===== config.mk =====
export PLATFORM = sky130hd
export DESIGN_NAME = phy_tx_lane_serializer_flat
export DESIGN_NICKNAME = d
export VERILOG_FILES = /design/src/rtl/phy_tx_lane_serializer_if.sv /design/src/rtl/phy_tx_lane_serializer.sv /design/src/flat_wrapper.sv
export SDC_FILE = /design/constraint.sdc
export NUM_CORES = 1
export LEC_CHECK = 0
export BUFFER_PORTS_ARGS = -buffer_cell sky130_fd_sc_hd__buf_2
export CAP_MARGIN = 20
export CORE_UTILIZATION = 32
export CTS_CLUSTER_DIAMETER = 40
export CTS_CLUSTER_SIZE = 12
export DETAILED_ROUTE_END_ITERATION = 12
export PLACE_DENSITY = 0.58
export SYNTH_ARGS = -nofsm -noshare
export SYNTH_HDL_FRONTEND = slang
export SYNTH_SLANG_ARGS = --single-unit
export TNS_END_PERCENT = 100

===== constraint.sdc =====
create_clock -name clk -period 2.3 [get_ports clk]
set_input_delay 0.345 -clock clk [delete_from_list [all_inputs] [get_ports clk]]
set_output_delay 0.345 -clock clk [all_outputs]
set_load 0.005 [all_outputs]

===== src/rtl/phy_tx_lane_serializer_if.sv =====
// rtl/phy_tx_lane_serializer_if.sv - lane-set load bus for the PHY TX lane serializer
//
// Purpose: carries one parallel lane set from a producer to the serializer.
// Signals:
//   in_data      NUM_LANES*WIDTH  lane i = in_data[i*WIDTH +: WIDTH]
//   in_valid     NUM_LANES        per-lane valid, bit i belongs to lane i
//   in_load      1                producer offers a set this cycle
//   in_ready     1                serializer accepts the set at the next rising edge
//   skip_invalid 1                compaction mode for the offered set
// Modports: master = producer, slave = serializer.
interface phy_tx_lane_serializer_if #(
  parameter int NUM_LANES = 4,
  parameter int WIDTH     = 8
);
  logic [NUM_LANES*WIDTH-1:0] in_data;
  logic [NUM_LANES-1:0]       in_valid;
  logic                       in_load;
  logic                       in_ready;
  logic                       skip_invalid;

  modport master (
    output in_data,
    output in_valid,
    output in_load,
    output skip_invalid,
    input  in_ready
  );

  modport slave (
    input  in_data,
    input  in_valid,
    input  in_load,
    input  skip_invalid,
    output in_ready
  );
endinterface


===== src/rtl/phy_tx_lane_serializer.sv =====
// rtl/phy_tx_lane_serializer.sv - PHY TX lane serializer, NUM_LANES words to one WIDTH stream
//
// Purpose: buffers one lane set and emits it one word per clock in ascending
// lane order, sending IDLE_SYM when nothing is held. In compaction mode only
// valid lanes get a slot. A new set may load on the edge that emits the last
// slot of the current set, so back-to-back sets stream without a gap.
// Ports:
//   clk        rising-edge clock
//   reset_L    asynchronous active-low reset
//   in_if      lane-set load bus (slave side)
//   data_out   serialized word (registered)
//   valid_out  data_out carries a valid lane word (registered)
//   lane_out   source lane of data_out, 0 when idle (registered)
//   busy       a set is held and not fully emitted
module phy_tx_lane_serializer #(
  parameter int               NUM_LANES = 4,
  parameter int               WIDTH     = 8,
  parameter logic [WIDTH-1:0] IDLE_SYM  = WIDTH'(8'hBC),
  parameter int               LW        = (NUM_LANES > 1) ? $clog2(NUM_LANES) : 1
) (
  input  logic                     clk,
  input  logic                     reset_L,
  phy_tx_lane_serializer_if.slave  in_if,
  output logic [WIDTH-1:0]         data_out,
  output logic                     valid_out,
  output logic [LW-1:0]            lane_out,
  output logic                     busy
);

  logic [WIDTH-1:0]     buf_word [NUM_LANES];
  logic [NUM_LANES-1:0] buf_valid;
  logic                 buf_skip;
  logic                 full;
  logic [LW-1:0]        idx;

  logic [LW-1:0]        hi_idx;     // highest valid lane of the held set
  logic [LW-1:0]        lo_in_idx;  // lowest valid lane of the offered set
  logic [LW-1:0]        nxt_idx;
  logic                 is_last;
  logic                 accept;
  logic                 load_set;

  always_comb begin
    hi_idx    = '0;
    lo_in_idx = '0;
    nxt_idx   = idx + LW'(1);
    for (int i = 0; i < NUM_LANES; i++) begin
      if (buf_valid[i]) hi_idx = LW'(i);
    end
    for (int i = NUM_LANES - 1; i >= 0; i--) begin
      if (in_if.in_valid[i]) lo_in_idx = LW'(i);
    end
    // Compaction: jump straight to the next valid lane above the current one.
    if (buf_skip) begin
      for (int i = NUM_LANES - 1; i >= 0; i--) begin
        if (buf_valid[i] && (i > int'(idx))) nxt_idx = LW'(i);
      end
    end
    is_last = buf_skip ? (idx == hi_idx) : (idx == LW'(NUM_LANES - 1));
  end

  // Ready while the last slot is going out lets the next set chain in gap-free.
  assign in_if.in_ready = !full || is_last;
  assign accept         = in_if.in_load && in_if.in_ready;
  // An all-invalid set in compaction mode is accepted but holds nothing.
  assign load_set       = accept && (!in_if.skip_invalid || (|in_if.in_valid));
  assign busy           = full;

  // Word storage needs no reset: it is only read while full is set.
  always_ff @(posedge clk) begin
    if (load_set) begin
      for (int i = 0; i < NUM_LANES; i++) begin
        buf_word[i] <= in_if.in_data[i*WIDTH +: WIDTH];
      end
    end
  end

  always_ff @(posedge clk or negedge reset_L) begin
    if (!reset_L) begin
      data_out  <= IDLE_SYM;
      valid_out <= 1'b0;
      lane_out  <= '0;
      full      <= 1'b0;
      idx       <= '0;
      buf_valid <= '0;
      buf_skip  <= 1'b0;
    end else begin
      if (full) begin
        valid_out <= buf_valid[idx];
        data_out  <= buf_valid[idx] ? buf_word[idx] : IDLE_SYM;
        lane_out  <= idx;
        if (is_last) begin
          full <= 1'b0;
        end else begin
          idx <= nxt_idx;
        end
      end else begin
        data_out  <= IDLE_SYM;
        valid_out <= 1'b0;
        lane_out  <= '0;
      end
      // Placed after the emit logic so a same-edge load overrides full/idx.
      if (load_set) begin
        full      <= 1'b1;
        buf_valid <= in_if.in_valid;
        buf_skip  <= in_if.skip_invalid;
        idx       <= in_if.skip_invalid ? lo_in_idx : '0;
      end
    end
  end

endmodule

===== src/flat_wrapper.sv =====
// flat-port wrapper written by rule: the top's interface ports become plain ports
module phy_tx_lane_serializer_flat 
#(
  parameter int               NUM_LANES = 4,
  parameter int               WIDTH     = 8,
  parameter logic [WIDTH-1:0] IDLE_SYM  = WIDTH'(8'hBC),
  parameter int               LW        = (NUM_LANES > 1) ? $clog2(NUM_LANES) : 1
)
  (clk, reset_L, data_out, valid_out, lane_out, busy, in_if_in_data, in_if_in_valid, in_if_in_load, in_if_skip_invalid, in_if_in_ready);
  phy_tx_lane_serializer_if #(.NUM_LANES(NUM_LANES), .WIDTH(WIDTH)) in_if_i ();
  input  logic clk;
  input  logic reset_L;
  output logic [WIDTH-1:0] data_out;
  output logic valid_out;
  output logic [LW-1:0] lane_out;
  output logic busy;
  input wire logic [$bits(in_if_i.in_data)-1:0] in_if_in_data;
  input wire logic [$bits(in_if_i.in_valid)-1:0] in_if_in_valid;
  input wire logic [$bits(in_if_i.in_load)-1:0] in_if_in_load;
  input wire logic [$bits(in_if_i.skip_invalid)-1:0] in_if_skip_invalid;
  output wire logic [$bits(in_if_i.in_ready)-1:0] in_if_in_ready;
  assign in_if_i.in_data = in_if_in_data;
  assign in_if_i.in_valid = in_if_in_valid;
  assign in_if_i.in_load = in_if_in_load;
  assign in_if_i.skip_invalid = in_if_skip_invalid;
  assign in_if_in_ready = in_if_i.in_ready;
  phy_tx_lane_serializer #(.NUM_LANES(NUM_LANES), .WIDTH(WIDTH), .IDLE_SYM(IDLE_SYM), .LW(LW)) u_core (.clk(clk), .reset_L(reset_L), .in_if(in_if_i), .data_out(data_out), .valid_out(valid_out), .lane_out(lane_out), .busy(busy));
endmodule

# Word level (Yosys, flattened, before mapping)

Memories as Yosys holds them, arrays and structs flattened.
Cells that the tools add are included.

Bits in registers: 19
Output and inout bits: 13
Input port bits: 40
Memory bits (writable): 32
Memories kept: 1

Memory list:

| name            | depth | bits a word | rd ports | clocked after Yosys merged registers in | wr ports | line                         | source |
|---|---|---|---|---|---|---|---|
| u_core.buf_word | 4     | 8           | 1        | 0                                       | 4        | phy_tx_lane_serializer.sv:30 | `logic [WIDTH-1:0] buf_word [NUM_LANES];` |

Reduce and logical (&&, ||, !) cells: 12
$lt $le $gt $ge: 4
Muxes and demuxes: 27
Equality and inequality tests: 3
Add/subtract/negate cells: 1

Operators by type and width:

| cell                                                        | count |
|---|---|
| 2-to-1 mux 2 bit                                            | 15 |
| 2-to-1 mux 8 bit                                            | 2 |
| 2-to-1 mux 1 bit                                            | 9 |
| logical AND 1 bit                                           | 5 |
| > comparator 2 bit (first input constant)                   | 2 |
| OR reduction 4 bit                                          | 1 |
| less-than comparator 2 x 3 -> 1 bit (second input constant) | 1 |
| adder 2 x 1 -> 2 bit (second input constant)                | 1 |
| binary-select mux 1 bit (select 2 bit)                      | 1 |
| equality test 2 bit                                         | 1 |
| equality test 2 bit (second input constant)                 | 1 |
| > comparator 1 x 2 -> 1 bit (first input constant)          | 1 |
| logical NOT 1 bit                                           | 2 |
| logical OR 1 bit                                            | 2 |
| inequality test 2 bit (second input constant)               | 1 |
| AND reduction 2 bit                                         | 1 |
| nonzero test 2 bit                                          | 1 |

# Depth between registers and ports, before layout

Gate-level depths: netlist (run 1).

Word-level depth: 10
Depth in mapped cells: 8
Mapped depth without buffers: 6

# Worst setup path after synthesis (run 1)

OpenSTA, ideal clock, no wires.

Path kind: register to register
Start: reg u_core.idx[1]
End: mem u_core.buf_word[0][0], enable pin
Arrival: 1.968 ns
Period minus slack after synthesis: 2.354 ns
Data required time: 1.913 ns
Setup slack: -0.054 ns
Cell stages (with the launch flop): 5
Setup time: 0.387 ns
Buffers on the path: 0
Path through: dfrtp_1 -> or3_1 -> a211oi_2 -> o311ai_2 -> inv_1

RTL lines:

| what                     | line                          | source |
|---|---|---|
| start: declaration       | phy_tx_lane_serializer.sv:34  | `logic [LW-1:0] idx;` |
| start signal: assignment | phy_tx_lane_serializer.sv:95  | `idx <= nxt_idx;` |
| start signal: assignment | phy_tx_lane_serializer.sv:107 | `idx <= in_if.skip_invalid ? lo_in_idx : '0;` |
| end: declaration         | phy_tx_lane_serializer.sv:30  |  |

==> results by group, run 1 <==
STA
  • Final Hold Viols: 0
  • Fin. max-slew vios: 0
  • Final setup fails: 0
  • Fmax: around 450 MHz
  • Tmin final: 2.20 ns
  • Final worst setup slack: 0.0996 ns
  • Post-route clock period utilization: between 90 and 100%
  • Worst slew pin tran: 0.453 ns
  • Worst Clk Skew: approximately 0.009 ns
  • Worst slew margin: 69.7%

Synthesis
  • Synthesized instance count: roughly 120
  • Main combinational cell family by area after synthesis: multiplexers
  • Post-synthesis mux area share: between 10% and 20%
  • Synthesized area: 2060 um^2
  • Adder and majority gate portion of the synthesized area: 1.82%
  • Syn_nets: 161
  • Post-synthesis xor/xnor area fraction: 0%
  • Cell taking the most area after synthesis: edfxtp_1
  • Syn Area/Cell: ~17 um^2
  • Simple-gate share of the synthesized area: 8.38%
  • Yosys warns: 0
  • Primary FF master, synth: edfxtp_1
  • Synth top area cells: edfxtp_1, dfrtp_1, mux4_2
  • Fraction of registers with async set or reset after synthesis: 37.3%
  • Register area share after synthesis: 70.0%
  • Synth Register Bits: 51
  • Top cell type's share of synthesized area: 46.6%
  • Synth cell types: 31
  • Synth Area in Compound Gates: 4.19%
  • Post-synth EDFFs: 32

Worst setup path
  • CP endpoint kind: flop
  • Max incr delay on CP: around 0.43 ns
  • Crit start category: flop
  • Top delay family on crit path: compound AO/OA/AOI/OAI gates
  • Reg2reg start: u_core.buf_valid[2]
  • Buffer and inverter count on the worst path: 2
  • Critical Path Fanout Max: 32
  • Critical Path Source: u_core.buf_valid[2]
  • CP Cell Sequence: or3_1 > a211oi_2 > o311ai_4 > clkinvlp_4 > buf_6
  • WP data arrival: between 2 and 2.5 ns
  • Crit Path Category: reg2reg
  • CP max stage cell: dfrtp_1
  • CP Data Required Time: 2.27 ns

Placed design
  • Post-place setup slack: 0.112 ns
  • Detailed placement HPWL: 2.72 mm
  • PortBufs: 52
  • Placer congestion estimate: approximately 0.83

Pwr
  • Leak pwr: 1.04 nW
  • Pwr dens: roughly 1300 nW/um^2
  • Final Total Pwr: roughly 3.3 mW
  • VDD IR max: approximately 0.00054 V

Cells and area
  • Share of cells above drive strength 1: 51.1%
  • Nets: roughly 220
  • Commonest non-fill, non-tap cell in the layout: buf_2
  • Area grow syn2layout: 25.6%
  • # diodes: 0
  • Most frequent cells in the layout: buf_2, edfxtp_1, dfrtp_1

Clock network
  • Clock sink count: between 50 and 60
  • CTS tree: yes
  • Skew-Pair Late Insertion Delay: 0.29 ns
  • Clock buffer depth: 2
  • CTS Buf Count: 5
  • Clock-pin slew on the worst setup and hold paths: around 0.090 ns
  • Clock Root Buffer: clkbuf_8
  • # H-tree levels: 2

Drt
  • DRC errors left: 0
  • Initial DRT Pass Iterations: 4
  • Final wirelength: 3.78 mm
  • WL/cell: 14.7 um
  • Iter 0 DRT Violations: 52
  • Via/cell ratio: between 4 and 5
  • Antenna Nets Post-Route: 0
  • Vias post-DR: 1227

GRT
  • GRT Resource Usage Total: 12.6%
  • First-pass GRT wire length: 6.01 mm
  • Initial antenna violation count: 0
  • Gr ovfl total: 0
  • Vias in the first global route: between 1000 and 1500
  • Pin count of the biggest net entering global routing: 33

Hold path
  • Hold Startpoint: in_if_in_data[28]
  • Hold Path Class: in2reg

Die
  • Die H: 82.3 um
  • DIE AREA: 6770 um^2
  • I/O pin total: between 50 and 60
  • Die Width: 82.3 um
  • Core Region: between 6000 and 7000 um^2
  • Initial core utilization: 34.0%
  • Cell Rows: 28

Status
  • Status: finished clean

Run
  • Maxcap violations: 0
-- flip-flops by register name (all words and copies together) (netlist names) --
register,count
u_core.data_out,8
u_core.buf_skip,1
u_core.buf_valid,4
u_core.busy,1
u_core.lane_out,2
u_core.valid_out,1
u_core.idx,2
u_core.buf_word,32
-- report_power, final --
group | switching (mW) | internal (mW) | total, mW | leakage (nW)
clock | 0.271 | 0.282 | 0.553 | 0.0506
sequential | 0.148 | 1.36 | 1.51 | 0.517
combinational | 0.579 | 0.626 | 1.21 | 0.471
total | 0.998 | 2.27 | 3.27 | 1.04
-- layout make-up --
type | count | area, um^2
Multi-Input combinational cell | 59 | 608
Tap cell | 75 | 93.8
Fill cell | 575 | 3470
Timing Repair Buffer | 59 | 319
Inverter | 5 | 22.5
Sequential cell | 51 | 1440
Clock buffer | 8 | 101
-- per-stage QoR --
stage | utilization [%] | TNS (ns) | area [um^2] | cells | hold WS, ns
after floorplan | - | 0 | 2070 | 118 | 0.0494
after global placement | 40.6 | 0 | 2460 | 248 | 0.316
after detailed placement | 40.6 | 0 | 2460 | 248 | 0.321
after CTS | 42.5 | 0 | 2580 | 257 | 0.210
after global routing | 42.7 | -0.172 | 2590 | 257 | 0.198
final | 42.7 | 0 | 2590 | 257 | 0.223
-- routing by layer --
| layer | GRT usage [%] | vias up | wire, um |
|---|---|---|---|
| met2 | 20.6 | 44 | 1890 |
| met4 | 3.68 | 0 | 33 |
| met5 | 0 | - | 0 |
| li1 | - | 573 | - |
| met3 | 3.41 | 4 | 241 |
| met1 | 16.3 | 606 | 1610 |
-- cell usage after synthesis, drive strengths merged, types with 4 or more instances --
library cell / n
mux2: 6
inv: 5
dfstp: 5
dfrtp: 14
nand2: 4
or2: 5
edfxtp: 32
mux4: 9
-- kinds of logic (layout without fill, tap and decap cells) --
family / count (synthesis) / in the layout
buf+inv: 8 / 72
compound gates: 10 / 10
flops: 51 / 51
fa+ha+maj: 3 / 3
simple gates: 29 / 29
mux: 17 / 17
-- final timing paths --
path,depth (start not counted),slack (ns),end
setup reg to reg,5,0.1,u_core.buf_word[0][2]
min in group asynchronous,2,0.52,u_core.buf_skip
hold / removal,1,0.22,u_core.buf_word[3][4]
hold reg to reg,1,0.52,u_core.buf_valid[0]
max in group asynchronous,2,1.43,u_core.data_out[5]
setup / recovery,5,0.1,u_core.buf_word[0][2]
-- repair_timing --
| action | in CTS | in global routing |
|---|---|---|
| endpoints found under the hold margin | 10 | 0 |
| pin swaps | 0 | 0 |
| gates resized for setup | 1 | 2 |
| endpoints found under the setup margin | 1 | 33 |
| hold buffers | 1 | 0 |
| buffers inserted | 0 | 0 |
(Power assumes the default switching activity.)
==> run 2: changes to the inputs <==
--- a/config.mk
+++ b/config.mk
@@ -5,13 +5,14 @@
 export SDC_FILE = /design/constraint.sdc
 export NUM_CORES = 1
 export LEC_CHECK = 0
+export ABC_AREA = 1
 export BUFFER_PORTS_ARGS = -buffer_cell sky130_fd_sc_hd__buf_2
 export CAP_MARGIN = 20
 export CORE_UTILIZATION = 32
 export CTS_CLUSTER_DIAMETER = 40
 export CTS_CLUSTER_SIZE = 12
 export DETAILED_ROUTE_END_ITERATION = 12
-export PLACE_DENSITY = 0.58
+export PLACE_DENSITY = 0.57
 export SYNTH_ARGS = -nofsm -noshare
 export SYNTH_HDL_FRONTEND = slang
 export SYNTH_SLANG_ARGS = --single-unit
==> run 2 against run 1 <==
The run now ends with DRC left; clock power is 10% lower; die area rose by 4.9%; sequential power barely moved; synthesized cell count grew 63%; register-to-register slack better by 0.34 ns; worst setup slack gained 0.22 ns; non-clock buffer count fell by 1; sequential share of layout area fell by 0.61 points; critical path depth did not move; via count up 22%; largest power group unchanged.
==> results by group, run 2 <==
STA
  • Sum Neg Setup Slack: 0 ns (unchanged)
  • Fmax: 504 MHz (+11%)
  • Worst slew margin: 69.8% (+0.079 points)
  • Tmin final: 1.98 ns (-0.217 ns)
  • Final Hold Viols: 0 (unchanged)
  • Final setup fails: 0 (unchanged)
  • Worst slew pin tran: 0.453 ns (-0.000105 ns)
  • Fin. max-slew vios: 0 (unchanged)
  • Post-route clock period utilization: 86.2% (-9.4 points)
  • Worst Clk Skew: 0.00826 ns (-0.000975 ns)
  • RSZ-0062 raised after global routing: no

Synthesis
  • Synthesized area: 2160 um^2 (+5.0%)
  • Synth top area cells: edfxtp_1, dfrtp_1, nor2_1
  • Register area share after synthesis: 66.6% (-3.4 points)
  • Most common cell in the netlist: nor2_1
  • Post-synth EDFFs: 32 (unchanged)
  • Syn Area/Cell: 11.3 um^2 (-35%)
  • Syn_nets: 235 (+46%)
  • Top cell type's share of synthesized area: 44.4% (-2.2 points)
  • Synthesized instance count: 192 (+63%)
  • Synth Register Bits: 51 (unchanged)
  • Cell taking the most area after synthesis: edfxtp_1
  • Yosys warns: 0 (unchanged)
  • Post-synth top cells: nor2_1, edfxtp_1, nand2_1
  • Primary FF master, synth: edfxtp_1
  • Synth cell types: 25 (-19%)
  • Fraction of registers with async set or reset after synthesis: 37.3% (unchanged)

Drt
  • WL/cell: 12.5 um (-15%)
  • Via/cell ratio: 4.57 (-4.2%)
  • Vias post-DR: 1500 (+22%)
  • Antenna Nets Post-Route: 0 (unchanged)
  • Iter 0 DRT Violations: 77 (+48%)
  • Final wirelength: 4.10 mm (+8.6%)
  • Initial DRT Pass Iterations: 8 (+4)
  • DRC errors left: 8 (+8)

Cells and area
  • Largest regs: u_core.buf_word x32, u_core.data_out x8, u_core.buf_valid x4
  • Nets: 293 (+31%)
  • Commonest non-fill, non-tap cell in the layout: buf_2
  • Max FFs per register: 32 (unchanged)
  • Area grow syn2layout: 20.9%
  • Share of cells above drive strength 1: 32.7% (-18 points)
  • # diodes: 0 (unchanged)
  • Fillcell total: 603 (+4.9%)
  • Most frequent cells in the layout: buf_2, nor2_1, edfxtp_1
  • Largest Register: u_core.buf_word

Clock network
  • Clock-pin slew on the worst setup and hold paths: 0.09 ns (about the same)
  • CTS tree: yes
  • Clock sink count: 51 (unchanged)
  • CTS Buf Count: 5 (unchanged)
  • # H-tree levels: 2 (unchanged)
  • Skew-Pair Late Insertion Delay: 0.30 ns (about the same)
  • Clock Root Buffer: clkbuf_8
  • Clock buffer depth: 2 (unchanged)

Worst setup path
  • CP Cell Sequence: buf_4 > ha_1 > a21oi_4 > nand2_4 > buf_2
  • WP depth: 5 (unchanged)
  • Buffer and inverter count on the worst path: 2 (unchanged)
  • Top delay family on crit path: flip-flops
  • Crit Path Category: reg2out
  • CP Data Required Time: 1.96 ns (-0.31 ns)
  • Critical Path Fanout Max: 12 (-63%)
  • CP endpoint kind: output port
  • WP data arrival: 1.64 ns (-0.53 ns)
  • CP max stage cell: dfrtp_1
  • Crit start category: flop
  • Max incr delay on CP: 0.41 ns (-0.02 ns)
  • Worst r2r path cells: 6 (+1)
  • R2r setup slk: 0.44 ns (+0.34 ns)

GRT
  • Vias in the first global route: 1519 (+21%)
  • Pin count of the biggest net entering global routing: 33 (unchanged)
  • Gr ovfl total: 0 (unchanged)
  • First-pass GRT wire length: 6.90 mm (+15%)
  • M3 GR Usage: 3.64% (+0.23 points)
  • M1 GR Usage: 14.8% (-1.5 points)
  • Met2 usage: 21.8% (+1.2 points)
  • GRT Resource Usage Total: 12.7% (+0.14 points)
  • Gr busiest metal: met2
  • Initial antenna violation count: 0 (unchanged)

Run
  • Maxcap violations: 0 (unchanged)

Die
  • Die Width: 84.2 um (+2.4%)
  • Die H: 84.2 um (+2.4%)
  • Cell Rows: 29 (+3.6%)
  • DIE AREA: 7100 um^2 (+4.9%)
  • I/O pin total: 53 (unchanged)
  • Initial core utilization: 33.7% (-0.30 points)
  • Core Region: 6420 um^2 (+6.0%)

Status
  • Status: finished, violations left
  • Failing checks: DRC

Pwr
  • Final Total Pwr: 3.35 mW (+2.6%)
  • VDD IR max: 0.000549 V (+1.0%)
  • Leak pwr: 1.14 nW (+9.3%)
  • Pwr dens: 1280 nW/um^2 (+1.5%)

Placed design
  • PortBufs: 52 (unchanged)
  • Detailed placement HPWL: 2.95 mm (+8.2%)
  • Placer congestion estimate: 0.847 (+2.5%)

Hold path
  • Hold Path Class: in2reg
  • Hold path depth: 1 (unchanged)
[run 2: changes by cell type after synthesis, sizes merged, moves of 6 or more]
cell and delta:
nor2 +39, nand2 +22, nand3 +17, o21ai +16, inv +10, mux4 -9
a21oi +7, buf +6, mux2 -6
[run 2: report_power, final]
part | internal (mW) | total [mW] | switching [mW]
logic | 0.506 | 1.35 | 0.844
registers | 1.35 | 1.51 | 0.159
clock network | 0.213 | 0.497 | 0.283
[run 2: cell families after synthesis]
family | count (synthesis) | share of synthesized area, %
buffers and inverters | 22 | 4.91
adders and majority gates | 3 | 1.73
DFF | 51 | 66.6
and+or+nand+nor | 85 | 17.6
AOI/OAI and AO/OA | 31 | 9.13
[run 2: what timing repair did]
action	CTS	global route
setup buffers	0	0
hold buffers	1	0
hold endpoints to repair	13	0
gates resized for setup	0	0
[run 2: layout make-up]
class / count / area (um^2) / area share [%]
multi-input combinational: 119 / 616 / 23.5
clock inverter: 2 / 12.5 / 0.478
clock buffer: 6 / 72.6 / 2.77
sequential: 51 / 1440 / 55.1
timing repair buffer: 58 / 320 / 12.2
tap: 77 / 96.3 / 3.68
inverter: 15 / 56.3 / 2.15
[run 2: path summary, 6_finish.rpt]
check,start,end
hold reg to reg,u_core.buf_valid[0],u_core.buf_valid[0]
min in group asynchronous,reset_L,u_core.data_out[6]
max in group asynchronous,reset_L,u_core.data_out[5]
setup / recovery,u_core.idx[0],in_if_in_ready
hold / removal,in_if_in_data[16],u_core.buf_word[2][0]
setup reg to reg,u_core.idx[1],u_core.buf_word[2][5]
[run 2: routing by layer]
layer  wire length, um  up-vias
met1              1800      683
met3               202        9
met4                78        0
li1                  -      764
met2              2020       44
met5                 0        -
[run 2: through the flow]
step | hold WS (ns) | setup slack (ns) | cells | util (%) | area (um^2)
after CTS | 0.205 | 0.300 | 328 | 40.7 | 2620
after detailed placement | 0.324 | 0.437 | 319 | 39.3 | 2520
after global placement | 0.319 | 0.477 | 319 | 39.3 | 2520
after floorplan | 0.0494 | 0.310 | 192 | - | 2160
final | 0.212 | 0.316 | 328 | 40.7 | 2620
after global routing | 0.195 | 0.216 | 328 | 40.7 | 2620
==> run 3: changes to the inputs <==
--- a/config.mk
+++ b/config.mk
@@ -8,11 +8,14 @@
 export ABC_AREA = 1
 export BUFFER_PORTS_ARGS = -buffer_cell sky130_fd_sc_hd__buf_2
 export CAP_MARGIN = 20
+export CELL_PAD_IN_SITES_DETAIL_PLACEMENT = 0
+export CELL_PAD_IN_SITES_GLOBAL_PLACEMENT = 1
 export CORE_UTILIZATION = 32
 export CTS_CLUSTER_DIAMETER = 40
-export CTS_CLUSTER_SIZE = 12
+export CTS_CLUSTER_SIZE = 24
 export DETAILED_ROUTE_END_ITERATION = 12
-export PLACE_DENSITY = 0.57
+export PLACE_DENSITY = 0.69
+export SETUP_SLACK_MARGIN = 0.3
 export SYNTH_ARGS = -nofsm -noshare
 export SYNTH_HDL_FRONTEND = slang
 export SYNTH_SLANG_ARGS = --single-unit
==> run 3 against run 2 <==
The flow still finishes with violations (DRC); utilization barely moved; cell count did not move; routed wire length rose by 2.4%; worst setup slack improved by 0.094 ns; sequential cell count did not move; maximum frequency rose by 5.0%; combinational power barely moved; count of clock-buffer cells in the layout did not move; clock power rose by 1%; sequential share of layout area barely moved; largest power group unchanged.
==> results by group, run 3 (same netlist as run 2, synthesis figures left out) <==
Status
  • Status: finished, violations left
  • Failing checks: DRC

Clock network
  • Skew-Pair Late Insertion Delay: 0.30 ns (about the same)
  • CTS Buf Count: 5 (unchanged)
  • Clock buffer depth: 2 (unchanged)
  • CTS tree: yes
  • Clock Root Buffer: clkbuf_8
  • # H-tree levels: 2 (unchanged)
  • Clock-pin slew on the worst setup and hold paths: 0.10 ns (about the same)
  • Post-CTS setup buffer count: 0 (unchanged)
  • Clock sink count: 51 (unchanged)

Pwr
  • VDD IR max: 0.000462 V (-16%)
  • Pwr dens: 1280 nW/um^2 (+0.17%)
  • Sequential power share: 44.7% (-0.2 points)
  • Switching Fraction: 38.5% (+0.12 points)
  • Leak pwr: 1.14 nW (+0.11%)
  • Pint: 2.07 mW (about the same)
  • Clock power frac: 15.0% (+0.2 points)
  • Sw Pwr: 1.29 mW (+0.59%)
  • Logic pwr share: 40.4% (about the same)

Worst setup path
  • CP endpoint: in_if_in_ready
  • CP endpoint kind: output port
  • R2r setup slk: 0.52 ns (+0.08 ns)
  • Critical Path Fanout Max: 12 (unchanged)
  • Crit start category: flop
  • Worst r2r path cells: 8 (+2)
  • RR Endpoint: u_core.buf_word[3][5]
  • Crit Path Category: reg2out
  • CP Data Required Time: 1.96 ns (about the same)
  • Reg2reg start: u_core.idx[0]
  • Critical Path Source: u_core.idx[1]
  • WP data arrival: 1.54 ns (-0.10 ns)

Cells and area
  • Area grow syn2layout: 21.0% (about the same)
  • Nets: 293 (unchanged)
  • Area of the multi-input gates: 616 um^2 (unchanged)
  • Reg area: 1440 um^2 (about the same)
  • Largest Register: u_core.buf_word
  • Most frequent cells in the layout: buf_2, nor2_1, edfxtp_1
  • Commonest non-fill, non-tap cell in the layout: buf_2
  • Largest regs: u_core.buf_word x32, u_core.data_out x8, u_core.buf_valid x4
  • Final instance area: 2620 um^2 (about the same)
  • Fillcell total: 615 (+2.0%)
  • Max FFs per register: 32 (unchanged)
  • Share of cells above drive strength 1: 33.5% (+0.80 points)
  • # diodes: 0 (unchanged)

STA
  • Worst Clk Skew: 0.0126 ns (+0.00438 ns)
  • Worst slew margin: 69.7% (-0.14 points)
  • Fmax: 529 MHz (+5.0%)
  • Tmin final: 1.89 ns (-0.0944 ns)
  • Fin. max-slew vios: 0 (unchanged)
  • Post-route clock period utilization: 82.1% (-4.1 points)
  • Sum Neg Setup Slack: 0 ns (unchanged)
  • Final Hold Viols: 0 (unchanged)
  • Final setup fails: 0 (unchanged)
  • Worst slew pin tran: 0.455 ns (+0.00203 ns)
  • WHS: 0.209 ns (-0.00228 ns)
  • Final worst setup slack: 0.411 ns (+0.0944 ns)
  • RSZ-0062 raised after global routing: no

Drt
  • Antenna Nets Post-Route: 0 (unchanged)
  • Initial DRT Pass Iterations: 8 (unchanged)
  • Vias post-DR: 1500 (unchanged)
  • Via/cell ratio: 4.57 (unchanged)
  • WL/cell: 12.8 um (+2.4%)
  • Iter 0 DRT Violations: 69 (-10%)
  • DRC errors left: 2 (-6)
  • Final wirelength: 4.20 mm (+2.4%)

Run
  • Maxcap violations: 0 (unchanged)

Die
  • I/O pin total: 53 (unchanged)
  • Cell Rows: 29 (unchanged)
  • Initial core utilization: 33.7% (unchanged)
  • Core Region: 6420 um^2 (unchanged)
  • Die H: 84.2 um (unchanged)
  • Die Width: 84.2 um (unchanged)
  • DIE AREA: 7100 um^2 (unchanged)

Placed design
  • Detailed placement HPWL: 2.91 mm (-1.2%)
  • PortBufs: 52 (unchanged)
  • Post-place setup slack: 0.458 ns (+0.0214 ns)
  • Placer congestion estimate: 0.703 (-17%)
  • Placed cell areas: 2520 um^2 (unchanged)

GRT
  • Gr ovfl total: 0 (unchanged)
  • Vias in the first global route: 1392 (-8.4%)
  • GRT Resource Usage Total: 12.8% (+0.075 points)
  • First-pass GRT wire length: 6.79 mm (-1.6%)
  • Initial antenna violation count: 0 (unchanged)
  • Pin count of the biggest net entering global routing: 33 (unchanged)

Hold path
  • Hold Path Class: in2reg
run 3: power by group through the flow:
stage               Clock (mW)  Sequential [mW]  Combinational, mW
floorplan                    0             1.48               1.02
global placement             0             1.52               1.37
detailed placement           0             1.52               1.38
CTS                      0.521             1.51               1.38
global route             0.565             1.54               1.56
finish                   0.503             1.50               1.36
run 3: critical path, cell delays in order, from the launching register on:
cell	delay [ns]
dfrtp_2	0.50
ha_1	0.26
a21oi_4	0.21
nand2_4	0.13
buf_2	0.15
run 3: layer usage:
metal,wire (um),up-vias,track usage [%]
met5,0,-,0
li1,-,765,-
met2,1990,31,20.9
met4,54,0,4.23
met1,2010,698,16.7
met3,152,6,3.05
run 3: timing repair:
| item | CTS | global route |
|---|---|---|
| hold buffers | 1 | 0 |
| gates resized for setup | 0 | 1 |
| setup endpoints to repair | 0 | 1 |
| hold endpoints to repair | 10 | 0 |
run 3: how the worst min path moves through the flow:
stage,from,cells after the start,to,slack [ns]
2_1_floorplan,reset_L,0,u_core.buf_skip,0.05
3_3_place_gp,reset_L,1,u_core.buf_skip,0.33
3_5_place_dp,reset_L,1,u_core.data_out[6],0.33
4_1_cts,in_if_in_data[1],1,u_core.buf_word[0][1],0.20
5_1_grt,in_if_in_data[9],1,u_core.buf_word[1][1],0.19
6_report,in_if_in_data[1],1,u_core.buf_word[0][1],0.21
run 3: layout make-up:
cell class / count / area share, %
clock buffers: 6 / 2.77
inverters: 15 / 2.15
well taps: 77 / 3.68
multi-input cells: 119 / 23.5
clock inverters: 2 / 0.526
repair buffers: 58 / 12.2
flip-flops and latches: 51 / 55.1
run 3: per-stage QoR:
stage	utilization, %	instances	power (mW)
6_report	40.8	328	3.36
5_1_grt	40.8	328	3.67
4_1_cts	40.8	328	3.41
3_5_place_dp	39.3	319	2.90
3_3_place_gp	39.3	319	2.89
2_1_floorplan	-	192	2.50
